### config.mk
export PLATFORM = sky130hd
export DESIGN_NAME = seq_divider_8
export DESIGN_NICKNAME = d
export VERILOG_FILES = /design/src/rtl/div_pkg.sv /design/src/rtl/rq_shift_reg.sv /design/src/rtl/seq_divider_8.sv
export SDC_FILE = /design/constraint.sdc
export NUM_CORES = 1
export LEC_CHECK = 0
export ABC_AREA = 1
export CAP_MARGIN = 10
export CORE_ASPECT_RATIO = 2
export CORE_UTILIZATION = 58
export CTS_BUF_LIST = sky130_fd_sc_hd__clkbuf_4
export CTS_CLUSTER_SIZE = 24
export DETAILED_ROUTE_END_ITERATION = 16
export HOLD_SLACK_MARGIN = 0.02
export PLACE_DENSITY_LB_ADDON = 0.15
export SYNTH_ARGS = -nofsm -noshare
export SYNTH_HDL_FRONTEND = slang
export SYNTH_SLANG_ARGS = --single-unit
### constraint.sdc
create_clock -name i_clk -period 2.7 [get_ports i_clk]
set_input_delay 0.405 -clock i_clk [delete_from_list [all_inputs] [get_ports i_clk]]
set_output_delay 0.405 -clock i_clk [all_outputs]
set_load 0.005 [all_outputs]
### src/rtl/div_pkg.sv
// Shared types and constants for the sequential restoring divider.
// Imported by the top-level divider and its remainder:quotient shift register.
package div_pkg;

   typedef enum logic [1:0] {
      IDLE = 2'd0,
      CALC = 2'd1,
      DONE = 2'd2
   } divState_t;

   localparam int DIV_WIDTH = 8;

   // One extra bit lets the counter reach WIDTH without wrapping.
   function automatic int cntWidth(input int w);
      return $clog2(w) + 1;
   endfunction

endpackage

### src/rtl/rq_shift_reg.sv
// Combined {remainder, quotient} register of the restoring divider.
// Shifts left once per iteration, replacing the remainder half with the trial result.
module rq_shift_reg
   import div_pkg::*;
#(
   parameter int WIDTH = DIV_WIDTH
) (
   input  logic             i_clk,
   input  logic             i_reset,
   input  logic             i_load,
   input  logic             i_loadDbz,
   input  logic             i_shift,
   input  logic             i_qBit,
   input  logic [WIDTH-1:0] i_rNext,
   input  logic [WIDTH-1:0] i_dividend,
   output logic [WIDTH-1:0] o_remainder,
   output logic [WIDTH-1:0] o_quotient
);

   logic [2*WIDTH-1:0] r_rq;

   // A divide-by-zero start parks the dividend in the remainder half and saturates the quotient.
   always_ff @(posedge i_clk) begin
      if (i_reset) begin
         r_rq <= '0;
      end else if (i_load) begin
         r_rq <= {{WIDTH{1'b0}}, i_dividend};
      end else if (i_loadDbz) begin
         r_rq <= {i_dividend, {WIDTH{1'b1}}};
      end else if (i_shift) begin
         r_rq <= {i_rNext, r_rq[WIDTH-2:0], i_qBit};
      end
   end

   assign o_remainder = r_rq[2*WIDTH-1:WIDTH];
   assign o_quotient  = r_rq[WIDTH-1:0];

endmodule

### src/rtl/seq_divider_8.sv
// Sequential unsigned restoring divider: one quotient bit per clock over WIDTH cycles.
// A Run level in IDLE starts one operation; Run must drop before another can begin.
module seq_divider_8
   import div_pkg::*;
#(
   parameter int WIDTH = DIV_WIDTH
) (
   input  logic             i_clk,
   input  logic             i_reset,
   input  logic             i_run,
   input  logic [WIDTH-1:0] i_dividend,
   input  logic [WIDTH-1:0] i_divisor,
   output logic [WIDTH-1:0] o_quotient,
   output logic [WIDTH-1:0] o_remainder,
   output logic             o_done,
   output logic             o_divByZero
);

   localparam int CNT_W = cntWidth(WIDTH);
   localparam logic [CNT_W-1:0] LAST_CNT = CNT_W'(WIDTH - 1);

   divState_t        r_state;
   logic [CNT_W-1:0] r_cnt;
   logic [WIDTH-1:0] r_divisor;
   logic             r_done;
   logic             r_divByZero;

   logic             w_start;
   logic             w_load;
   logic             w_loadDbz;
   logic             w_shift;
   logic [WIDTH-1:0] w_rem;
   logic [WIDTH-1:0] w_quo;
   logic [WIDTH:0]   w_partial;
   logic [WIDTH:0]   w_trial;
   logic             w_borrow;
   logic [WIDTH-1:0] w_rNext;

   assign w_start   = (r_state == IDLE) && i_run;
   assign w_load    = w_start && (i_divisor != '0);
   assign w_loadDbz = w_start && (i_divisor == '0);
   assign w_shift   = (r_state == CALC);

   // Trial subtract of the divisor from the remainder extended by the next dividend bit.
   assign w_partial = {w_rem, w_quo[WIDTH-1]};
   assign w_trial   = w_partial - {1'b0, r_divisor};
   assign w_borrow  = w_trial[WIDTH];
   assign w_rNext   = w_borrow ? w_partial[WIDTH-1:0] : w_trial[WIDTH-1:0];

   rq_shift_reg #(
      .WIDTH(WIDTH)
   ) u_rqShiftReg (
      .i_clk      (i_clk),
      .i_reset    (i_reset),
      .i_load     (w_load),
      .i_loadDbz  (w_loadDbz),
      .i_shift    (w_shift),
      .i_qBit     (~w_borrow),
      .i_rNext    (w_rNext),
      .i_dividend (i_dividend),
      .o_remainder(w_rem),
      .o_quotient (w_quo)
   );

   // Control FSM: Done and DivByZero are registered alongside the state so they change on its edges.
   always_ff @(posedge i_clk) begin
      if (i_reset) begin
         r_state     <= IDLE;
         r_cnt       <= '0;
         r_divisor   <= '0;
         r_done      <= 1'b0;
         r_divByZero <= 1'b0;
      end else begin
         case (r_state)
            IDLE: begin
               if (i_run) begin
                  if (i_divisor != '0) begin
                     r_divisor   <= i_divisor;
                     r_cnt       <= '0;
                     r_divByZero <= 1'b0;
                     r_state     <= CALC;
                  end else begin
                     r_divByZero <= 1'b1;
                     r_done      <= 1'b1;
                     r_state     <= DONE;
                  end
               end
            end
            CALC: begin
               r_cnt <= r_cnt + CNT_W'(1);
               if (r_cnt == LAST_CNT) begin
                  r_done  <= 1'b1;
                  r_state <= DONE;
               end
            end
            DONE: begin
               if (!i_run) begin
                  r_done  <= 1'b0;
                  r_state <= IDLE;
               end
            end
            default: begin
               r_state <= IDLE;
            end
         endcase
      end
   end

   assign o_quotient  = w_quo;
   assign o_remainder = w_rem;
   assign o_done      = r_done;
   assign o_divByZero = r_divByZero;

endmodule
# Yosys cells after proc, flatten, opt, wreduce, memory -nomap -nowiden
# Cells that the tools add are included.
word_totals:
  word_cells: 52
  output_inout_bits: 18
  input_bits: 19
  reg_bits: 32
classes:
  add_sub_neg: 2
  reduce_logical: 16
  bitwise: 1
  muxes: 18
  n_eq_ne: 8
op_table:
  columns: ["cell", "count"]
  rows:
  - ["$mux W16", 2]
  - ["$mux W8", 2]
  - ["$reduce_and A3 Y1", 3]
  - ["$sub A9 B8 Y9", 1]
  - ["$logic_not A8 Y1", 1]
  - ["$mux W2", 4]
  - ["$mux W4", 2]
  - ["$ne A2 B2 Y1 const B", 4]
  - ["$pmux W4 S2", 1]
  - ["$reduce_bool A8 Y1", 1]
  - ["$pmux W2 S3", 1]
  - ["$reduce_bool A3 Y1", 2]
  - ["$mux W1", 5]
  - ["$reduce_and A5 Y1", 1]
  - ["$add A4 B1 Y4 const B", 1]
  - ["$eq A4 B3 Y1 const B", 1]
  - ["$reduce_bool A2 Y1", 2]
  - ["$logic_and A1 B1 Y1", 3]
  - ["$pmux W1 S3", 1]
  - ["$eq A2 B1 Y1 const B", 1]
  - ["$eq A2 B2 Y1 const B", 1]
  - ["$logic_not A2 Y1", 1]
  - ["$ne A2 B1 Y1 const B", 1]
  - ["$reduce_and A2 Y1", 1]
  - ["2 further kinds", 2]

# Depth between registers and ports, before layout
# Gate-level depths: netlist (run 1).
depth:
  depth_word: 5
  depth_mapped: 14

# Modules after synthesis
# A second synthesis (run 1) with hierarchy kept.
unflattened:
  cells_unflattened: 315
  hier_area_um2: 2052.0
modules_own_cells:
  columns: ["mod", "cells_per_inst", "instances", "area_each_um2"]
  rows:
  - ["seq_divider_8", 184, 1, 1228.7]
  - ["rq_shift_reg", 131, 1, 823.3]

# Least setup slack after synthesis (run 1)
# Ideal clock, no wire load.
synth_timing:
  kind: "register to register"
  start: "register u_rqShiftReg.r_rq[7]"
  end: "register u_rqShiftReg.r_rq[15]"
  required_time_ns: 2.582
  n_path_buf: 0
  slack_ns: 0.899
  period_less_slack_ns: 1.801
  stages_incl_launch_ff: 15
  arrival_time_ns: 1.683
  path_cell_list: "dfxtp_1 -> inv_1 -> ha_1 -> inv_1 -> fa_1 -> nand2_1 -> nand2_1 -> nand3_2 -> nand2_1 -> nand2_1 -> nand2_2 -> nor2_1 -> nor2_1 -> nor2_1 -> nor2_1"
synth_between:
  elab_chain_cells: 4
synth_rtl:
  columns: ["element", "line_no", "source"]
  rows:
  - ["start: declaration", "rq_shift_reg.sv:20", "logic [2*WIDTH-1:0] r_rq;"]
  - ["start signal: assignment", "rq_shift_reg.sv:27", "r_rq <= {{WIDTH{1'b0}}, i_dividend};"]
  - ["start signal: assignment", "rq_shift_reg.sv:29", "r_rq <= {i_dividend, {WIDTH{1'b1}}};"]
  - ["start signal: assignment", "rq_shift_reg.sv:31", "r_rq <= {i_rNext, r_rq[WIDTH-2:0], i_qBit};"]
  - ["$sub A9 B8 Y9", "seq_divider_8.sv:46", "assign w_trial = w_partial - {1'b0, r_divisor};"]
  - ["$mux W8", "seq_divider_8.sv:48", "assign w_rNext = w_borrow ? w_partial[WIDTH-1:0] : w_trial[WIDTH-1:0];"]
  - ["$mux W16", "rq_shift_reg.sv:30", "end else if (i_shift) begin"]
  - ["$mux W16", "rq_shift_reg.sv:28", "end else if (i_loadDbz) begin"]
# No other way between the ends. The select of a mux whose other input is x is not followed.
# A chain may end at the register's enable or synchronous reset.

# Worst setup path in the final report (run 1)
layout_timing:
  start: "register u_rqShiftReg.r_rq[7]"
  end: "register u_rqShiftReg.r_rq[8]"
layout_between:
  elab_chain_cells: 4
layout_rtl:
  columns: ["element", "line_no"]
  rows:
  - ["$sub A9 B8 Y9", "seq_divider_8.sv:46"]
  - ["$mux W8 *", "seq_divider_8.sv:48"]
  - ["$mux W16 *", "rq_shift_reg.sv:30"]
  - ["$mux W16 *", "rq_shift_reg.sv:28"]
# Mark *: on every way between the ends. The rest lies on a longest branch, timed or not. The select of a mux whose other input is x is not followed.

==> results.cfg, run 1 <==
[finish]
finalNonFillerCells = 362
syn_to_final_growth_pct = 20.9
final_cell_mix = nand2_1, inv_1, clkdlybuf4s50_1, dfxtp_1, a21oi_1
drive_gt1_share_pct = 6.34
utilization_pct = 74.2
layout.nets = 362
final_common_cell = nand2_1
antenna_cells = 0
nFillCells = 272

[global_routing]
grt_max_degree = 24
grt_antenna_before_repair = 0
grt_pass1_vias = 1866
overflow = 0
grt_usage_pct = 28.8
grt_pass1_wl_mm = 8.05

[clock_tree]
cts_buffer_depth = 2
cts_resized = 0
postCtsSetupBuffers = 0
path_clk_slew_ns = 0.09
cts_tree = yes
postCtsHoldBufs = 0
cts-buffers-inserted = 5
clk_latency_ns = 0.32
root_buffer = clkbuf_4
h-tree-depth = 2
clock-sinks = 32

[power]
p_leak_uw = 0.00108
power_density_nw_per_um2 = 563
peakVddDrop_v = 0.000423

[synth]
synth_seq_cells = 32
ys_seq_area_share_pct = 32.7
yosysUniqueCellTypes = 32
async_reset_ff_share_pct = 0
synth_area_per_cell_um2 = 6.69
synth_ff_type = dfxtp_1
syn_nets = 322
synth_edf_count = 0
postSynthCellCount = 293
yosys_warnings = 0
syn_area_um2 = 1960

[sta]
fmax_mhz = 487
setup_violations = 0
tightest_slew_ns = 0.660
max_slew_margin_pct = 55.8
holdWs_ns = 0.454
maxSlewViolCount = 0
finalSetupTns_ns = 0
setup_ws_ns = 0.645
min_period_ns = 2.06
rsz0062_at_grt = false
fin_skew_ns = 0.00868
fin_crit_sh_pct = 76.1
finalHoldViolCount = 0

[critical_path]
critPathCaptureType = flip-flop
path_class = reg -> reg
crit_required_ns = 2.93
start_kind = flip-flop
worst-path-max-fanout = 9
rrSetupSlack_ns = 0.64
reg2reg_depth = 14
arrival_ns = 2.28

[place]
pre_cts_ws_ns = 0.590
place_congestion = 0.813
portBuffers = 36
hpwlAfterDp_mm = 3.87
dp.cells = 357

[route]
first_pass_iters = 4
drtAntennaViolNets = 0
num_vias = 2001
wl_per_cell_um = 13.1
wirelength_mm = 4.75
drc = 0
avgViaCountPerCell = 5.53
drt_iter0_drc = 45

[floorplan]
start_util_pct = 61.4
fp.dieH_um = 84.2
io_pins = 37
die-area_um2 = 3630
core.rowCount = 29
core_area_um2 = 3190
fp.dieW_um = 43.1

[flow_run]
max_cap_viol_count = 0

[worst_hold_path]
holdPathStages = 2
hold_class = reg -> reg

[outcome]
status = finished, final reports clean
## kinds of logic (layout without fill, tap and decap cells)
logic type,Yosys count,after routing,synth area share [%]
AO/OA/AOI/OAI,54,54,16.1
AND/OR/NAND/NOR,134,134,29.8
XOR/XNOR,4,4,1.79
adder cells (fa/ha/maj),10,10,6.76
buffers and inverters,59,97,12.9
flip-flops,32,32,32.7
## state kept, by name (all words and copies together), names as in the netlist
register           count
r_state                2
o_done                 1
r_cnt                  4
u_rqShiftReg.r_rq     16
o_divByZero            1
r_divisor              8
## per-stage QoR
| step | cell area [µm²] | total power [µW] |
|---|---|---|
| 2_1_floorplan | 1960 | 939 |
| 3_3_place_gp | 2330 | 1100 |
| 3_5_place_dp | 2330 | 1110 |
| 4_1_cts | 2370 | 1340 |
| 5_1_grt | 2370 | 1430 |
| 6_report | 2370 | 1330 |
## cell type report
cell class	instances	area, µm²	area share, %
Timing Repair Buffer	40	390	16.5
Sequential cell	32	641	27.0
Clock buffer	5	37.5	1.58
Multi-Input combinational cell	202	1070	45.0
Tap cell	31	38.8	1.64
Inverter	52	195	8.24
## final timing paths
check / start / to
worst min-delay path: o_done$_SDFFE_PP0P_ / o_done$_SDFFE_PP0P_
worst min register to register: o_done$_SDFFE_PP0P_ / o_done$_SDFFE_PP0P_
worst max register to register: u_rqShiftReg.r_rq[7]$_SDFFE_PP0P_ / u_rqShiftReg.r_rq[8]$_SDFFE_PP0P_
worst max-delay path: u_rqShiftReg.r_rq[7]$_SDFFE_PP0P_ / u_rqShiftReg.r_rq[8]$_SDFFE_PP0P_
## power by group
part	internal (µW)	total, µW	switching (µW)
Clock	86.8	229	142
Sequential	516	550	34.0
Combinational	232	555	322
## routing by layer
metal / up-vias / GRT usage (%) / wire, µm
li1: 1020 / - / -
met5: - / 0 / 0
met1: 900 / 28.6 / 1680
met3: 21 / 5.59 / 155
met4: 0 / 17.1 / 243
met2: 60 / 51.8 / 2680
## worst max-delay path, cell delays in order (launching register included)
cell and delay (ns):
dfxtp_1 0.34, inv_1 0.06, ha_1 0.14, inv_1 0.07, fa_1 0.40, nand2_1 0.09
nand2_1 0.11, nand3_2 0.13, nand2_1 0.07, nand2_1 0.09, nand2_2 0.13, nand2_1 0.12
nand3_1 0.08, nand3_1 0.10, inv_1 0.04
## synth_stat cells, types with 2 or more instances
| cell type | number | area, µm² |
|---|---|---|
| nand2_1 | 72 | 270 |
| inv_1 | 50 | 188 |
| dfxtp_1 | 32 | 641 |
| a21oi_1 | 26 | 130 |
| nor2_1 | 24 | 90.1 |
| nand3_1 | 22 | 110 |
| o21ai_0 | 17 | 85.1 |
| ha_1 | 9 | 113 |
| o221ai_1 | 6 | 52.6 |
| nand2_2 | 4 | 25.0 |
| buf_6 | 2 | 22.5 |
| clkbuf_1 | 2 | 7.51 |
| inv_2 | 2 | 7.51 |
| nand3b_1 | 2 | 15.0 |
| nand4_1 | 2 | 12.5 |
| nor3_1 | 2 | 10.0 |
| or2_1 | 2 | 12.5 |
| xnor2_1 | 2 | 17.5 |
| xor2_1 | 2 | 17.5 |
(Power assumes the default switching activity.)
==> inputs of run 2 (changes only) <==
Settings changed: CORE_UTILIZATION 58 to 49.
Clock period 2.7 ns to 1.7 ns, I/O delays scaled along.
==> run 2 against run 1 <==
  * Highest routed layer unchanged
  * Combinational power rose by 120%
  * Total power rose by 91%
  * Critical path type unchanged
  * Clock skew rose by 0.0026 ns
  * The flow now finishes with violations (negative setup slack)
  * Hold slack improved by 0.0044 ns
==> results.cfg, run 2 (synthesis gave the netlist of run 1 again) <==
[clock_tree]
path_clk_slew_ns = 0.10
root_buffer = clkbuf_4
postCtsHoldBufs = 0
cts_tree = yes
clock-sinks = 32
cts_buffer_depth = 2
cts-buffers-inserted = 5
clk_latency_ns = 0.34
h-tree-depth = 2

[finish]
layout.nets = 392
drive_gt1_share_pct = 22.6
reg_top3 = u_rqShiftReg.r_rq x16, r_divisor x8, r_cnt x4
final_common_cell = nand2_1
largest_reg_flops = 16
antenna_cells = 0
syn_to_final_growth_pct = 43.8
finalNonFillerCells = 414
largest-register = u_rqShiftReg.r_rq
final_cell_mix = nand2_1, inv_1, clkdlybuf4s50_1, buf_4, dfxtp_1

[power]
switching_share_pct = 39.1
power_density_nw_per_um2 = 902
peakVddDrop_v = 0.000618
p_leak_uw = 0.00127
p_sw_uw = 996
combPwrFrac_pct = 48.9
clkPwrFrac_pct = 16.6
seqPwrFrac_pct = 34.5
p_int_uw = 1550
power.total_uw = 2540

[worst_hold_path]
hold_class = reg -> reg

[floorplan]
io_pins = 37
fp.dieH_um = 91.5
die-area_um2 = 4270
fp.dieW_um = 46.7
core_area_um2 = 3840
core.rowCount = 32
start_util_pct = 51.0

[critical_path]
crit_path_end = u_rqShiftReg.r_rq[15]$_SDFFE_PP0P_
cp-startpoint = u_rqShiftReg.r_rq[7]$_SDFFE_PP0P_
path_class = reg -> reg
crit_required_ns = 1.93
critPathCaptureType = flip-flop
worst-path-max-fanout = 5
r2r_start = u_rqShiftReg.r_rq[7]$_SDFFE_PP0P_
start_kind = flip-flop
rrSetupSlack_ns = -0.08
arrival_ns = 2.01
rr_endpoint = u_rqShiftReg.r_rq[15]$_SDFFE_PP0P_
reg2reg_depth = 14

[sta]
fin_crit_sh_pct = 105
fmax_mhz = 563
maxSlewViolCount = 0
tightest_slew_ns = 0.288
min_period_ns = 1.78
setup_ws_ns = -0.0776
finalHoldViolCount = 0
fin_skew_ns = 0.0112
rsz0062_at_grt = true
max_slew_margin_pct = 80.8
setup_violations = 9

[global_routing]
grt_pass1_wl_mm = 8.76
grt_usage_pct = 28.1
grt_antenna_before_repair = 0
grt_max_degree = 12
grt_pass1_vias = 2105
overflow = 0

[place]
dp.cells = 404
hpwlAfterDp_mm = 4.22
portBuffers = 36
place_congestion = 0.895

[route]
wirelength_mm = 5.70
drc = 0
num_vias = 2146
first_pass_iters = 4
drtAntennaViolNets = 0
drt_iter0_drc = 50
avgViaCountPerCell = 5.18
wl_per_cell_um = 13.8

[outcome]
status = finished with violations
violations = negative setup slack

[flow_run]
max_cap_viol_count = 0
[run 2: worst min-delay path by stage]
stage / from / endpoint / slack (ns) / depth (start not counted)
6_report: o_done$_SDFFE_PP0P_ / o_done$_SDFFE_PP0P_ / 0.46 / 2
5_1_grt: o_done$_SDFFE_PP0P_ / o_done$_SDFFE_PP0P_ / 0.50 / 2
4_1_cts: o_done$_SDFFE_PP0P_ / o_done$_SDFFE_PP0P_ / 0.46 / 2
3_5_place_dp: o_done$_SDFFE_PP0P_ / o_done$_SDFFE_PP0P_ / 0.44 / 2
3_3_place_gp: o_done$_SDFFE_PP0P_ / o_done$_SDFFE_PP0P_ / 0.44 / 2
2_1_floorplan: i_reset / r_cnt[3]$_SDFFE_PP0P_ / 0.32 / 1
[run 2: worst max-delay path, stage by stage, from the launching register on]
cell	delay, ns
dfxtp_2	0.33
inv_2	0.05
ha_4	0.11
inv_2	0.04
fa_2	0.34
nand2_2	0.09
nand2_4	0.07
nand3_4	0.10
nand2_4	0.08
nand2_4	0.09
nand2_4	0.07
nor2_2	0.11
nor2_1	0.04
nor2_1	0.09
nor2_1	0.04
[run 2: routing by layer]
metal | global-route usage [%] | wire [µm] | vias to the layer above | part of all wire [%]
met1 | 24.9 | 2000 | 1007 | 35
met4 | 15.0 | 153 | 0 | 2.7
met3 | 4.77 | 138 | 12 | 2.4
met2 | 53.1 | 3400 | 45 | 60
met5 | 0 | 0 | - | 0
li1 | - | - | 1082 | -
[run 2: power by group through the flow]
stage	logic [µW]	registers, µW	clock network [µW]
floorplan	613	888	0
global placement	1000	887	0
finish	1240	877	423
detailed placement	1020	889	0
global route	1380	885	459
CTS	1080	873	431
[run 2: what timing repair did]
item                                    in CTS  in global routing
cloned                                       0                  1
gates resized for setup                     10                 21
pin swaps                                    7                 10
setup buffers                                1                  1
endpoints found under the setup margin       9                  9
[run 2: per-stage QoR]
step | hold slack (ns) | util [%] | area [µm²] | setup TNS (ns) | worst slack (ns)
3_5_place_dp | 0.441 | 67.4 | 2590 | -1.21 | -0.162
5_1_grt | 0.495 | 73.4 | 2820 | -1.37 | -0.192
6_report | 0.459 | 73.4 | 2820 | -0.324 | -0.0776
4_1_cts | 0.458 | 70.1 | 2700 | -0.0440 | -0.0233
2_1_floorplan | 0.324 | - | 1980 | 0 | 0.00472
3_3_place_gp | 0.437 | 67.4 | 2590 | -1.25 | -0.143
[run 2: final cells by class]
class                           count  area (µm²)
Multi-Input combinational cell    203        1250
Fill cell                         326        1020
Sequential cell                    32         643
Timing Repair Buffer               69         621
Inverter                           52         195
Tap cell                           51        63.8
Clock buffer                        6        45.0
Clock inverter                      1        5.00
